--- config.mk ---
export PLATFORM = sky130hd
export DESIGN_NAME = audio_i2s_out
export DESIGN_NICKNAME = d
export VERILOG_FILES = /design/src/rtl/audio_pkg.sv /design/src/rtl/audio_sat_mix.sv /design/src/rtl/audio_i2s_out.sv
export SDC_FILE = /design/constraint.sdc
export NUM_CORES = 1
export LEC_CHECK = 0
export ABC_AREA = 1
export CORE_MARGIN = 2
export CORE_UTILIZATION = 56
export CTS_BUF_LIST = sky130_fd_sc_hd__clkbuf_8
export CTS_CLUSTER_DIAMETER = 50
export DETAILED_ROUTE_END_ITERATION = 8
export GPL_TIMING_DRIVEN = 0
export HOLD_SLACK_MARGIN = 0.12
export PLACE_DENSITY_LB_ADDON = 0.25
export SLEW_MARGIN = 20
export SYNTH_ARGS = -nofsm -noshare
export SYNTH_HDL_FRONTEND = slang
export SYNTH_SLANG_ARGS = --single-unit
--- constraint.sdc ---
create_clock -name clk -period 3.34 [get_ports clk]
set_input_delay 0.668 -clock clk [delete_from_list [all_inputs] [get_ports clk]]
set_output_delay 0.668 -clock clk [all_outputs]
set_load 0.02 [all_outputs]
--- src/rtl/audio_pkg.sv ---
// Shared widths, shift amounts and saturation limits for the PSG/PCM audio output path.
package audio_pkg;
  localparam int PSG_W             = 19;
  localparam int PCM_W             = 16;
  localparam int SAMPLE_W          = 24;
  localparam int SLOT_BITS_DEFAULT = 32;
  localparam int PSG_SHIFT         = 3;
  localparam int PCM_SHIFT         = 8;
  // One guard bit above the output sample so the sum never wraps before saturation.
  localparam int MIX_W             = SAMPLE_W + 1;

  localparam logic signed [MIX_W-1:0] SAT_MAX = 25'sd8388607;
  localparam logic signed [MIX_W-1:0] SAT_MIN = -25'sd8388608;
endpackage

--- src/rtl/audio_sat_mix.sv ---
// Combinational mixer: scales PSG and PCM into a common 25-bit range, adds, saturates to 24 bits.
module audio_sat_mix
  import audio_pkg::*;
(
  input  logic [PSG_W-1:0]    psg,
  input  logic [PCM_W-1:0]    pcm,
  output logic [SAMPLE_W-1:0] sample
);
  logic signed [MIX_W-1:0] psg_ext;
  logic signed [MIX_W-1:0] pcm_ext;
  logic signed [MIX_W-1:0] mix_sum;

  assign psg_ext = {{(MIX_W-PSG_W){psg[PSG_W-1]}}, psg};
  assign pcm_ext = {{(MIX_W-PCM_W){pcm[PCM_W-1]}}, pcm};
  assign mix_sum = (psg_ext <<< PSG_SHIFT) + (pcm_ext <<< PCM_SHIFT);

  always_comb begin
    if (mix_sum > SAT_MAX) begin
      sample = SAT_MAX[SAMPLE_W-1:0];
    end else if (mix_sum < SAT_MIN) begin
      sample = SAT_MIN[SAMPLE_W-1:0];
    end else begin
      sample = mix_sum[SAMPLE_W-1:0];
    end
  end
endmodule

--- src/rtl/audio_i2s_out.sv ---
// I2S transmitter: mixes PSG and PCM per channel, holds one frame's samples and serialises them
// MSB first with a one-BCK delay; it is also the sample-rate strobe source for both producers.
module audio_i2s_out
  import audio_pkg::*;
#(
  parameter int CLK_PER_HALF_BCK = 4,
  parameter int SLOT_BITS        = SLOT_BITS_DEFAULT
) (
  input  logic             clk,
  input  logic             rst,
  input  logic             enable,
  input  logic [PSG_W-1:0] psg_left,
  input  logic [PSG_W-1:0] psg_right,
  input  logic [PCM_W-1:0] pcm_left,
  input  logic [PCM_W-1:0] pcm_right,
  output logic             next_sample,
  output logic             pcm_next,
  output logic             i2s_bck,
  output logic             i2s_lrck,
  output logic             i2s_data
);
  localparam int HALF_W = $clog2(4 * SLOT_BITS);
  localparam int DIV_W  = (CLK_PER_HALF_BCK > 1) ? $clog2(CLK_PER_HALF_BCK) : 1;
  localparam logic [DIV_W-1:0]  DIV_LAST  = DIV_W'(CLK_PER_HALF_BCK - 1);
  localparam logic [HALF_W-1:0] HALF_LAST = HALF_W'(4 * SLOT_BITS - 1);
  localparam logic [HALF_W-2:0] SLOT_CNT  = (HALF_W-1)'(SLOT_BITS);
  localparam logic [HALF_W-2:0] LAST_DATA = (HALF_W-1)'(SAMPLE_W);

  logic [DIV_W-1:0]             div_cnt_reg, div_cnt_next;
  logic [HALF_W-1:0]            half_cnt_reg, half_cnt_next;
  logic [1:0][SAMPLE_W-1:0]     hold_reg;
  logic [1:0][SAMPLE_W-1:0]     mix;
  logic [1:0][PSG_W-1:0]        psg_ch;
  logic [1:0][PCM_W-1:0]        pcm_ch;
  logic [HALF_W-2:0]            bit_idx_next, slot_next;
  logic [SAMPLE_W-1:0]          word_next;
  logic                         chan_next, data_next, div_wrap, frame_end;
  logic                         bck_reg, lrck_reg, data_reg;

  assign psg_ch = {psg_right, psg_left};
  assign pcm_ch = {pcm_right, pcm_left};

  genvar gi;
  generate
    for (gi = 0; gi < 2; gi++) begin : g_mix
      audio_sat_mix u_mix (
        .psg    (psg_ch[gi]),
        .pcm    (pcm_ch[gi]),
        .sample (mix[gi])
      );
    end
  endgenerate

  assign div_wrap    = (div_cnt_reg == DIV_LAST);
  assign frame_end   = enable && !rst && div_wrap && (half_cnt_reg == HALF_LAST);
  assign next_sample = frame_end;
  assign pcm_next    = frame_end;

  always_comb begin
    div_cnt_next  = '0;
    half_cnt_next = '0;
    if (enable) begin
      if (div_wrap) begin
        half_cnt_next = (half_cnt_reg == HALF_LAST) ? '0 : half_cnt_reg + 1'b1;
      end else begin
        div_cnt_next  = div_cnt_reg + 1'b1;
        half_cnt_next = half_cnt_reg;
      end
    end
  end

  // Data is derived from the upcoming bit index, which only moves when BCK falls,
  // so i2s_data cannot change while BCK is high.
  always_comb begin
    bit_idx_next = half_cnt_next[HALF_W-1:1];
    chan_next    = (bit_idx_next >= SLOT_CNT);
    slot_next    = chan_next ? bit_idx_next - SLOT_CNT : bit_idx_next;
    word_next    = hold_reg[chan_next] >> (HALF_W'(SAMPLE_W) - HALF_W'(slot_next));
    data_next    = 1'b0;
    if (enable && (slot_next != '0) && (slot_next <= LAST_DATA)) begin
      data_next = word_next[0];
    end
  end

  always_ff @(posedge clk) begin
    if (rst) begin
      div_cnt_reg  <= '0;
      half_cnt_reg <= '0;
      hold_reg     <= '0;
      bck_reg      <= 1'b0;
      lrck_reg     <= 1'b0;
      data_reg     <= 1'b0;
    end else begin
      div_cnt_reg  <= div_cnt_next;
      half_cnt_reg <= half_cnt_next;
      bck_reg      <= half_cnt_next[0];
      lrck_reg     <= chan_next;
      data_reg     <= data_next;
      if (frame_end) begin
        hold_reg <= mix;
      end
    end
  end

  assign i2s_bck  = bck_reg;
  assign i2s_lrck = lrck_reg;
  assign i2s_data = data_reg;
endmodule
==> key figures, run 1 <==
Route
  • 1st-iter DRT viols: around 330
  • Number of detailed-route iterations in the first pass: 5
  • Drt wl/cell: around 13 um
  • Via-to-Cell Ratio: 5.41
  • Detailed-route wire length: ~12 mm
  • Routed vias: approximately 4800
  • DRC violation count after routing: 0
  • Post-route ant nets: 0

Synth
  • Area share of and/or/nand/nor cells after synthesis: a little over a third
  • Mux share of post-synthesis cell area: 0%
  • Xor/xnor cell area share of the yosys netlist: 4.62%
  • Asr flop ratio synth: 0%
  • Compound-Gate Fraction of Synth Area: 15.1%
  • Main synth FF type: dfxtp_1
  • Avg Cell Area, Syn: 6.45 sq um
  • FF+latch count, synth: 55
  • Seq/Total Area, Yosys: around 24%
  • Post-synth EDFFs: 0
  • Yosys cell types: 48
  • Adder-Cell Fraction of Synth Area: 10.6%
  • Netlist Area Pre-Place: approximately 0.0045 sq mm
  • Synth warn: 0
  • Cells after synthesis: roughly 700
  • Syn_nets: ~810
  • Largest family of logic cells by synthesized area: simple AND/OR/NAND/NOR gates

Cells and area
  • Max FFs per register: 44
  • Inserted Diodes: 0
  • Final core occ: between 70% and 80%
  • Proportion of layout cells with a drive suffix above 1: slightly above 8%
  • Commonest non-fill, non-tap cell in the layout: nand2_1
  • # fillers: 669
  • Fin area: 0.00553 sq mm
  • Area growth syn-to-layout: 23.0%
  • Nets: 893
  • Non-filler cells in the finished layout: slightly below 900
  • Commonest non-fill, non-tap cells in the layout: 172 x nand2_1, 77 x nor2_1, 77 x clkdlybuf4s50_1

Setup path
  • Startpoint Class: input port
  • Worst Path Arrival: about 2.5 ns
  • Crit-path max FO: 7
  • CP required: 2.67 ns
  • Crit Path Category: input port to primary output
  • Crit end category: primary output

GRT
  • Gr ovfl total: 0
  • Largest net degree at the start of global routing: 20
  • Vias in the first global route: roughly 4600
  • Gr busiest metal: met2
  • M2 GR Usage: 47.6%
  • Antenna violations before repair: 0
  • GR Layer Usage met3: ~3.5%
  • M1 GR Usage: 36.6%
  • Gr usage total: about 28%
  • First-pass GRT wire length: 20.1 mm

Hold path
  • HP Class: flip-flop to flip-flop

Floorplan
  • Core Region: just under 0.008 sq mm
  • Io pins: between 70 and 80
  • Die height: around 94 um
  • Die area: 0.00876 sq mm
  • Die W: a little over 90 um
  • Initial Utilization: between 50% and 60%
  • Site row count: 32

STA
  • TNS Setup: 0 ns
  • RSZ-0062 raised after global routing: no
  • FMAX: about 0.32 GHz
  • Hold Vio Cnt, Final: 0
  • Slew Viols, Final: 0
  • Final setup violating endpoints: 0
  • Min Tclk post-route: 3.14 ns
  • Tcrit/Tclk final: a little over nine tenths
  • Slew @ Worst Pin: 0.539 ns
  • Worst clock skew: 0.00365 ns
  • Final worst setup slack: 0.195 ns
  • Rel. slew slack: 64.1%

Clock tree
  • Num CTS Buffers: 5
  • Clock Pin Slew Worst Setup and Hold Paths: 0.10 ns
  • H-tree depth: 2
  • Clock Latency Late Sink: ~0.31 ns
  • Clock tree buffer depth: 2
  • CTS tree: built
  • Root Driver: clkbuf_8
  • Clock sinks: 55

Power and ir drop
  • Pwr Density: 288 mW/mm^2
  • Worst VDD drop: 0.000182 V
  • P_leak: ~2.5 nW

Placement
  • GP Congestion: 0.947
  • Place WS: -0.380 ns
  • Cells after DPL: about 880
  • Placed cell areas: roughly 0.0054 sq mm
  • Hpwl dp: 9.46 mm
  • PortBufs: 77

Flow run
  • Max-Cap Viols: 0

Run status
  • Status: finished clean
## repair_timing
action / 4_1_cts / 5_1_grt
setup endpoints to repair: 2 / 2
resized for setup: 0 / 0
pin swaps: 0 / 1
hold endpoints to repair: 0 / 0
buffers inserted: 0 / 3
hold buffers: 0 / 0
## power breakdown
| group | switching [mW] | total [mW] | leakage (nW) | internal, mW |
|---|---|---|---|---|
| combinational | 0.270 | 0.474 | 2.02 | 0.204 |
| clock | 0.218 | 0.461 | 0.0612 | 0.243 |
| sequential | 0.000563 | 0.657 | 0.443 | 0.656 |
## worst max-delay path: stages
cell and delay, ns:
clkdlybuf4s50_1 0.48, inv_1 0.09, nor2_1 0.18, inv_1 0.14, nor2_8 0.18, buf_4 0.13, clkdlybuf4s50_1 0.59
## worst paths after layout
kind	from	end	slack (ns)	cells past startpoint
worst max-delay path	enable	pcm_next	0.20	7
worst min-delay path	div_cnt_reg[0]$_SDFF_PP0_	div_cnt_reg[0]$_SDFF_PP0_	0.43	1
worst max register to register	div_cnt_reg[0]$_SDFF_PP0_	i2s_data$_SDFF_PP0_	0.60	16
worst min register to register	div_cnt_reg[0]$_SDFF_PP0_	div_cnt_reg[0]$_SDFF_PP0_	0.43	1
## layer usage
layer  share of wire [%]  vias to the layer above
met3                 5.6                       27
li1                    -                     2442
met1                  45                     2155
met4                 2.5                        0
met5                   0                        -
met2                  47                      172
## cells in the mapped netlist, types with 2 or more instances
master / n / share of area [%]
nand2_1: 172 / 14
nor2_1: 77 / 6.4
inv_1: 71 / 5.9
nand3_1: 69 / 7.7
a21oi_1: 61 / 6.8
dfxtp_1: 55 / 24
ha_1: 35 / 9.7
o21ai_0: 24 / 2.7
xor2_1: 15 / 2.9
inv_2: 9 / 0.75
o21ai_1: 9 / 1.0
nand2_2: 8 / 1.1
clkbuf_1: 7 / 0.58
nor3_1: 7 / 0.78
nand4_1: 6 / 0.84
buf_2: 5 / 0.56
nand3b_1: 5 / 0.84
or2_2: 5 / 0.70
xnor2_1: 5 / 0.97
a31oi_1: 4 / 0.56
a21boi_0: 3 / 0.50
buf_1: 3 / 0.25
buf_4: 3 / 0.50
nor2_4: 3 / 0.75
o21ai_2: 3 / 0.58
o21bai_1: 3 / 0.50
a21oi_2: 2 / 0.39
buf_6: 2 / 0.50
fa_1: 2 / 0.89
nand2_4: 2 / 0.50
nor2_2: 2 / 0.28
o211ai_1: 2 / 0.33
o31ai_1: 2 / 0.33
xor2_2: 2 / 0.72
## kinds of logic (layout without fill, tap and decap cells)
group / count (synthesis) / count (layout)
adders and majority gates: 37 / 37
AOI/OAI and AO/OA: 120 / 120
buffers and inverters: 101 / 188
xor gates and xnor gates: 22 / 22
DFF: 55 / 55
and+or+nand+nor: 362 / 362
## final cells by class
type                    instances  area [sq um]  share of cell area, %
multi-input cells             541          2980                   53.9
flip-flops and latches         55          1100                   19.9
repair buffers                 80           793                   14.3
inverters                      81           304                   5.50
well taps                     102           128                   2.31
plain buffers                  19           104                   1.88
clock buffers                   6          82.6                   1.49
clock inverters                 2          35.0                  0.634
## metrics by stage
step                      power, mW  hold slack [ns]
after floorplan               0.979            0.399
after global placement         1.13            0.407
after detailed placement       1.14            0.417
after CTS                      1.59            0.431
after global routing           1.68            0.480
final                          1.59            0.429
Note: power is estimated with default switching activity, not from simulation.
==> inputs of run 2 (changes only) <==
- SKIP_CTS_REPAIR_TIMING: not set -> 1
==> run 2 against run 1 <==
  * Final area grew 0.27%
  * Total power grew 0.33%
  * Largest cell class unchanged
  * Critical endpoint unchanged
  * Global-route usage grew 0.085 points
  * Flip-flop and latch count is the same
  * Routed wire length grew 0.88%
==> key figures, run 2 (synthesized netlist as in run 1, its figures left out) <==
Clock tree
  • Root Driver: clkbuf_8
  • Clock sinks: 55 (unchanged)
  • Clock Pin Slew Worst Setup and Hold Paths: 0.10 ns (about the same)
  • Clock tree buffer depth: 2 (unchanged)
  • H-tree depth: 2 (unchanged)
  • Num CTS Buffers: 5 (unchanged)
  • CTS tree: built
  • Clock Latency Late Sink: 0.31 ns (about the same)

STA
  • Tcrit/Tclk final: 96.8% (+2.7 points)
  • Min Tclk post-route: 3.23 ns (+0.0895 ns)
  • Final setup violating endpoints: 0 (unchanged)
  • Hold Vio Cnt, Final: 0 (unchanged)
  • TNS Setup: 0 ns (unchanged)
  • Final Hold Slack: 0.429 ns (+0.000410 ns)
  • Final worst setup slack: 0.106 ns (-0.0895 ns)
  • Rel. slew slack: 64.0% (about the same)
  • FMAX: 0.309 GHz (-2.8%)
  • Worst clock skew: 0.00453 ns (+0.000877 ns)
  • Slew Viols, Final: 0 (unchanged)
  • Slew @ Worst Pin: 0.540 ns (+0.000832 ns)
  • RSZ-0062 raised after global routing: no

Floorplan
  • Core Region: 0.00777 sq mm (unchanged)
  • Die area: 0.00876 sq mm (unchanged)
  • Site row count: 32 (unchanged)
  • Die W: 93.6 um (unchanged)
  • Die height: 93.6 um (unchanged)
  • Io pins: 78 (unchanged)
  • Initial Utilization: 57.9% (unchanged)

Hold path
  • HP Class: flip-flop to flip-flop

Route
  • Via-to-Cell Ratio: 5.38 (-0.60%)
  • Drt wl/cell: 13.3 um (+0.65%)
  • Post-route ant nets: 0 (unchanged)
  • Detailed-route wire length: 11.8 mm (+0.88%)
  • DRC violation count after routing: 0 (unchanged)
  • Number of detailed-route iterations in the first pass: 5 (unchanged)
  • 1st-iter DRT viols: 273 (-18%)
  • Routed vias: 4778 (-0.38%)

GRT
  • Antenna violations before repair: 0 (unchanged)
  • Vias in the first global route: 4597 (-0.15%)
  • Gr usage total: 27.9% (+0.085 points)
  • Gr ovfl total: 0 (unchanged)
  • Largest net degree at the start of global routing: 17 (-15%)
  • First-pass GRT wire length: 20.1 mm (+0.24%)

Power and ir drop
  • Clk network pwr share: 29.1% (+0.2 points)
  • Pwr Total: 1.60 mW (+0.33%)
  • Part of the power in registers: 41.2% (about the same)
  • NetSw: 0.494 mW (+1.0%)
  • P_leak: 2.54 nW (+0.43%)
  • Switching Share: 30.9% (+0.22 points)
  • Worst VDD drop: 0.000188 V (+3.4%)
  • Pwr Density: 288 mW/mm^2 (about the same)
  • Internal: 1.10 mW (about the same)
  • Comb pwr share: 29.7% (about the same)

Cells and area
  • Final core occ: 71.4% (+0.19 points)
  • Nets: 895 (+0.22%)
  • Area growth syn-to-layout: 23.4%
  • Proportion of layout cells with a drive suffix above 1: 8.40% (+0.23 points)
  • Commonest non-fill, non-tap cell in the layout: nand2_1
  • Max FFs per register: 44 (unchanged)
  • Inserted Diodes: 0 (unchanged)
  • Commonest non-fill, non-tap cells in the layout: 172 x nand2_1, 77 x nor2_1, 77 x clkdlybuf4s50_1

Flow run
  • Max-Cap Viols: 0 (unchanged)

Setup path
  • Crit-path max FO: 14 (+7)
  • Startpoint Class: input port
  • Crit end category: primary output
  • CP required: 2.67 ns (about the same)
  • Worst Path Arrival: 2.57 ns (+0.09 ns)
  • Crit Path Category: input port to primary output

Placement
  • GP Congestion: 0.947 (unchanged)
  • Place WS: -0.380 ns (unchanged)
  • PortBufs: 77 (unchanged)
  • Hpwl dp: 9.46 mm (unchanged)

Run status
  • Status: finished clean
==> run 2: power groups by stage <==
stage,combinational (mW),clock [mW],sequential [mW]
after global routing,0.534,0.487,0.657
after floorplan,0.307,0,0.672
final,0.474,0.465,0.657
after CTS,0.472,0.466,0.657
after global placement,0.457,0,0.672
after detailed placement,0.470,0,0.672
==> run 2: worst paths after layout <==
| path | startpoint | to | slack, ns | cells after the start |
|---|---|---|---|---|
| worst min-delay path | div_cnt_reg[0]$_SDFF_PP0_ | div_cnt_reg[0]$_SDFF_PP0_ | 0.43 | 1 |
| worst max register to register | div_cnt_reg[0]$_SDFF_PP0_ | i2s_data$_SDFF_PP0_ | 0.61 | 16 |
| worst max-delay path | enable | pcm_next | 0.11 | 7 |
| worst min register to register | div_cnt_reg[0]$_SDFF_PP0_ | div_cnt_reg[0]$_SDFF_PP0_ | 0.43 | 1 |
==> run 2: critical path, stage by stage <==
cell and delay [ns]:
clkdlybuf4s50_1 0.48, inv_1 0.09, nor2_1 0.19, inv_1 0.14, nor2_8 0.24, buf_4 0.15
clkdlybuf4s50_1 0.59
==> run 2: final cells by class <==
class | instances | area, sq um
multi-input combinational | 541 | 2980
clock inverter | 2 | 35.0
buffer | 19 | 104
timing repair buffer | 82 | 808
sequential | 55 | 1100
tap | 102 | 128
clock buffer | 6 | 82.6
inverter | 81 | 304
fill | 670 | 2220
==> run 2: metal layers <==
metal / routed length (um) / vias up / GRT usage (%)
met5: 0 / - / 0
met4: 296 / 0 / 8.09
met3: 551 / 27 / 3.46
met2: 5500 / 147 / 48.0
met1: 5430 / 2151 / 36.6
li1: - / 2453 / -
==> run 2: per-stage QoR <==
stage          instances  area, sq um
2_1_floorplan        697         4490
3_3_place_gp         876         5390
3_5_place_dp         876         5390
4_1_cts              884         5510
5_1_grt              888         5540
6_report             888         5540
==> inputs of run 3 (changes only) <==
==> constraint.sdc (replaced) <==
create_clock -name clk -period 3.34 [get_ports clk]
set_input_delay 0.501 -clock clk [delete_from_list [all_inputs] [get_ports clk]]
set_output_delay 0.501 -clock clk [all_outputs]
set_load 0.02 [all_outputs]
==> run 3 against run 2 <==
  * Total power shrank 0.24%
  * Register-to-register slack is essentially flat
  * Clock skew shrank 0.0022 ns
  * Largest power group unchanged
==> key figures, run 3 (synthesized netlist as in run 1, its figures left out) <==
Cells and area
  • Nets: 890 (-0.56%)
  • Proportion of layout cells with a drive suffix above 1: 7.81% (-0.59 points)
  • # fillers: 672 (+0.30%)
  • Max FFs per register: 44 (unchanged)
  • Non-filler cells in the finished layout: 883 (-0.56%)
  • Register Area: 0.00110 sq mm (unchanged)
  • Fin area: 0.00551 sq mm (-0.68%)
  • Area of the multi-input gates: 0.00298 sq mm (unchanged)
  • Commonest non-fill, non-tap cells in the layout: 172 x nand2_1, 77 x nor2_1, 77 x clkdlybuf4s50_1
  • Final core occ: 70.9% (-0.48 points)
  • Commonest non-fill, non-tap cell in the layout: nand2_1
  • Inserted Diodes: 0 (unchanged)
  • Area growth syn-to-layout: 22.5%

Setup path
  • Worst Path Arrival: 2.52 ns (-0.05 ns)
  • Startpoint Class: input port
  • Crit-path max FO: 19 (+5)
  • CP Cell Sequence: clkdlybuf4s50_1 > inv_1 > nor2_1 > inv_1 > nor2_8 > buf_4 > clkdlybuf4s50_1
  • CP required: 2.84 ns (+0.17 ns)
  • Critical path's largest stage delay: 0.59 ns (about the same)
  • Top Family by Delay on Critical Path: buffers and inverters
  • Crit end category: primary output
  • Buffer and inverter count on the worst path: 5 (unchanged)
  • Crit Path Category: input port to primary output
  • CP max-delay cell: clkdlybuf4s50_1

Clock tree
  • Num CTS Buffers: 5 (unchanged)
  • CTS tree: built
  • H-tree depth: 2 (unchanged)
  • Clock tree buffer depth: 2 (unchanged)
  • Root Driver: clkbuf_8
  • Clock Latency Late Sink: 0.31 ns (about the same)
  • Clock sinks: 55 (unchanged)
  • Clock Pin Slew Worst Setup and Hold Paths: 0.10 ns (about the same)

GRT
  • M1 GR Usage: 36.6% (unchanged)
  • M2 GR Usage: 48.0% (unchanged)
  • Vias in the first global route: 4597 (unchanged)
  • Gr ovfl total: 0 (unchanged)
  • Antenna violations before repair: 0 (unchanged)
  • GR Layer Usage met3: 3.46% (unchanged)
  • Largest net degree at the start of global routing: 17 (unchanged)
  • Gr busiest metal: met2
  • Gr usage total: 27.9% (unchanged)
  • First-pass GRT wire length: 20.1 mm (unchanged)

Route
  • Routed vias: 4753 (-0.52%)
  • 1st-iter DRT viols: 311 (+14%)
  • Number of detailed-route iterations in the first pass: 5 (unchanged)
  • Post-route ant nets: 0 (unchanged)
  • DRC violation count after routing: 0 (unchanged)
  • Drt wl/cell: 13.2 um (-0.59%)
  • Detailed-route wire length: 11.6 mm (-1.1%)
  • Via-to-Cell Ratio: 5.38 (about the same)

Floorplan
  • Io pins: 78 (unchanged)
  • Die W: 93.6 um (unchanged)
  • Die area: 0.00876 sq mm (unchanged)
  • Core Region: 0.00777 sq mm (unchanged)
  • Initial Utilization: 57.9% (unchanged)
  • Die height: 93.6 um (unchanged)
  • Site row count: 32 (unchanged)

STA
  • Rel. slew slack: 64.1% (+0.10 points)
  • Tcrit/Tclk final: 90.4% (-6.4 points)
  • Slew @ Worst Pin: 0.538 ns (-0.00158 ns)
  • FMAX: 0.331 GHz (+7.1%)
  • Hold Vio Cnt, Final: 0 (unchanged)
  • Final setup violating endpoints: 0 (unchanged)
  • RSZ-0062 raised after global routing: no
  • Slew Viols, Final: 0 (unchanged)
  • Worst clock skew: 0.00232 ns (-0.00221 ns)
  • Min Tclk post-route: 3.02 ns (-0.214 ns)

Placement
  • GP Congestion: 0.947 (unchanged)
  • Hpwl dp: 9.46 mm (unchanged)
  • Cells after DPL: 876 (unchanged)
  • PortBufs: 77 (unchanged)
  • Placed cell areas: 0.00539 sq mm (unchanged)

Hold path
  • HP Class: flip-flop to flip-flop

Flow run
  • Max-Cap Viols: 0 (unchanged)

Power and ir drop
  • P_leak: 2.51 nW (-1.1%)
  • Pwr Density: 289 mW/mm^2 (+0.44%)
  • Worst VDD drop: 0.000184 V (-2.1%)

Run status
  • Status: finished clean
[run 3: cell count changes in the layout (fill, tap and decap cells not counted)]
cell / change
buf_4: -5
[run 3: per-layer routing]
metal  vias up  share of wire, %
li1       2438                 -
met1      2136                45
met2       151                47
met3        28               4.9
met4         0               2.5
met5         -                 0
[run 3: worst paths after layout]
kind,endpoint,from,cells past startpoint,slack (ns)
worst min-delay path,div_cnt_reg[0]$_SDFF_PP0_,div_cnt_reg[0]$_SDFF_PP0_,1,0.43
worst max-delay path,pcm_next,enable,7,0.32
worst min register to register,div_cnt_reg[0]$_SDFF_PP0_,div_cnt_reg[0]$_SDFF_PP0_,1,0.43
worst max register to register,i2s_data$_SDFF_PP0_,div_cnt_reg[0]$_SDFF_PP0_,16,0.61
[run 3: per-stage QoR]
stage / power [mW] / setup TNS [ns] / worst slack (ns) / hold slack, ns
floorplan: 0.979 / 0 / 0.917 / 0.399
global placement: 1.13 / -0.0721 / -0.0721 / 0.407
detailed placement: 1.14 / -0.0460 / -0.0460 / 0.417
CTS: 1.59 / -0.0702 / -0.0702 / 0.431
global route: 1.68 / 0 / 0.221 / 0.480
finish: 1.59 / 0 / 0.320 / 0.430
[run 3: area by class of cell]
class | instances | share of cell area (%)
Multi-Input combinational cell | 541 | 54.1
Sequential cell | 55 | 20.0
Timing Repair Buffer | 77 | 14.0
Inverter | 81 | 5.52
Tap cell | 102 | 2.32
Buffer | 19 | 1.89
Clock buffer | 6 | 1.50
Clock inverter | 2 | 0.636
[run 3: power by group]
group | internal [mW] | switching [mW]
Sequential | 0.656 | 0.000569
Combinational | 0.204 | 0.271
Clock | 0.243 | 0.219
==> patch: new RTL, flow settings as in run 3 <==
Reset style: asynchronous (`rst`), changed in one clocked block.
--- a/src/rtl/audio_i2s_out.sv
+++ b/src/rtl/audio_i2s_out.sv
@@ -84,3 +84,3 @@
 
-  always_ff @(posedge clk) begin
+  always_ff @(posedge clk or posedge rst) begin
     if (rst) begin
Behaviour: differs if rst is asserted again (counterexample within 10 cycles, from zero or initial values and one cycle with rst high); with rst held inactive, the same outputs for 10 cycles.
==> patch against run 3 <==
  * Cell count fell by 9.5%
  * Design area is 0.82% lower
  * Routed wire length fell by 7.6%
  * Power increased by 9.3%
  * Die area shrank 0.91%
  * Setup slack got worse by 0.12 ns
  * Via count is 8.6% lower
  * Clock skew increased by 0.0084 ns
  * Area after synthesis fell by 0.95%
  * First-iteration DRC count shrank 41%
  * Combinational power up 28%
  * Sequential cell count is the same
  * Count of clock-buffer cells in the layout fell by 1
  * Largest cell class unchanged
  * Largest power group unchanged
==> patch: results (changes against run 3) <==
Max-Slew Margin vs Limit 54.9% (was 64.1%); Worst VDD drop 0.233 mV (was 0.184 mV); Final nets 806 (was 890); routed via count 4345 (was 4753); sequential fraction of the synthesis area 30.9% (was 24.5%); antenna diode instance count 0 (unchanged); met2 Resource Use GR 45.4% (was 48.0%); share of final-layout standard cells stronger than drive strength 1 8.03% (was 7.81%); instance count after placement with tap cells included 790 (was 876); final weighted congestion in routability-driven placement 0.953 (was 0.947); worst slack, placed -0.240 ns (was -0.0460 ns); met2 wire len 5.49 mm (was 5.51 mm); top cell types by occurrence after synthesis sky130_fd_sc_hd__nand2_1, sky130_fd_sc_hd__inv_1, sky130_fd_sc_hd__nor2_1 (was sky130_fd_sc_hd__nand2_1, sky130_fd_sc_hd__nor2_1, sky130_fd_sc_hd__inv_1); final worst clock skew 0.0107 ns (was 0.00232 ns); maximum clock insertion buffer count 2 (unchanged); overall track demand over capacity in global routing 25.2% (was 27.9%); largest cells by area after synthesis sky130_fd_sc_hd__dfrtp_1, sky130_fd_sc_hd__ha_1, sky130_fd_sc_hd__nand2_1 (was sky130_fd_sc_hd__dfxtp_1, sky130_fd_sc_hd__nand2_1, sky130_fd_sc_hd__ha_1); maximum number of pins on one net before global-route repair 56 (was 17); initial antenna violation count 0 (unchanged); Tightest Hold Check Type flop to flop (unchanged); synth unique cells 40 (was 48); dominant delay contributor by cell family on the critical path buffers and inverters (unchanged); main flop type after synthesis sky130_fd_sc_hd__dfrtp_1 (was sky130_fd_sc_hd__dfxtp_1); synthesized netlist net count 721 (was 807); global-route wire length before repair 17.9 mm (was 20.1 mm); CP Data Arrival Time 2.64 ns (was 2.52 ns); Synth async-reset ratio 100% (was 0%); top metal layer carrying routed signals met4 (unchanged); vias in the first global route 4162 (was 4597); detailed router's first-iteration violation count 184 (was 311); critical-path maximum fanout 11 (was 19); final-report hold violation count 0 (unchanged); area after detailed placement 5350 um2 (was 5390 um2); number of cells produced by synthesis 611 (was 697); Static Leak 2.74 nW (was 2.51 nW); length of the first detailed-routing pass in iterations 7 (was 5); outcome finished clean (unchanged); post-route insts no fill 799 (was 883); M1 WL 4.73 mm (was 5.27 mm); met1 layer usage reported by global route 33.0% (was 36.6%); routed length per placed instance 13.5 um (was 13.2 um); global routing usage on met3 2.66% (was 3.46%); Detail Placement HPWL 8.82 mm (was 9.46 mm); routed wire length on met3 405 um (was 572 um)
patch: cell types whose count changed after synthesis, moves of 6 or more:
cell,delta
sky130_fd_sc_hd__a21oi_1,-9
sky130_fd_sc_hd__dfxtp_1,-55
sky130_fd_sc_hd__nand3_1,-9
sky130_fd_sc_hd__o21ai_1,+11
sky130_fd_sc_hd__inv_1,+9
sky130_fd_sc_hd__inv_2,-6
sky130_fd_sc_hd__nand2_1,-72
sky130_fd_sc_hd__dfrtp_1,+55
patch: final cells by class:
cell class                      instances  area (um2)
Buffer                                 15        97.6
Clock buffer                            5        68.8
Clock inverter                          3        27.5
Fill cell                             657        2270
Inverter                               83         314
Multi-Input combinational cell        458        2670
Sequential cell                        55        1380
Tap cell                              102         128
Timing Repair Buffer                   78         778
patch: worst paths after layout:
kind                            startpoint         endpoint  slack (ns)  cells past startpoint
setup reg to reg           half_cnt_reg[0]         i2s_data        0.45                     15
max in group asynchronous              rst     hold_reg[18]        2.17                      2
min in group asynchronous              rst  half_cnt_reg[4]        0.72                      2
setup / recovery                    enable         pcm_next        0.20                      7
hold / removal              div_cnt_reg[0]   div_cnt_reg[0]        0.46                      1
hold reg to reg             div_cnt_reg[0]   div_cnt_reg[0]        0.46                      1
patch: kinds of logic after synthesis:
kind of cell | count (synthesis) | share of synthesized area (%)
AO/OA/AOI/OAI | 120 | 15.3
flip-flops | 55 | 30.9
AND/OR/NAND/NOR | 273 | 28.4
adder cells (fa/ha/maj) | 37 | 10.7
buffers and inverters | 98 | 9.13
XOR/XNOR | 28 | 5.51
patch: power by group:
part	leakage (nW)	total, W	switching, W	internal (W)
logic	2.06	0.000606	0.000342	0.000264
clock network	0.0467	0.000406	0.000250	0.000156
registers	0.634	0.000729	0.0000178	0.000711
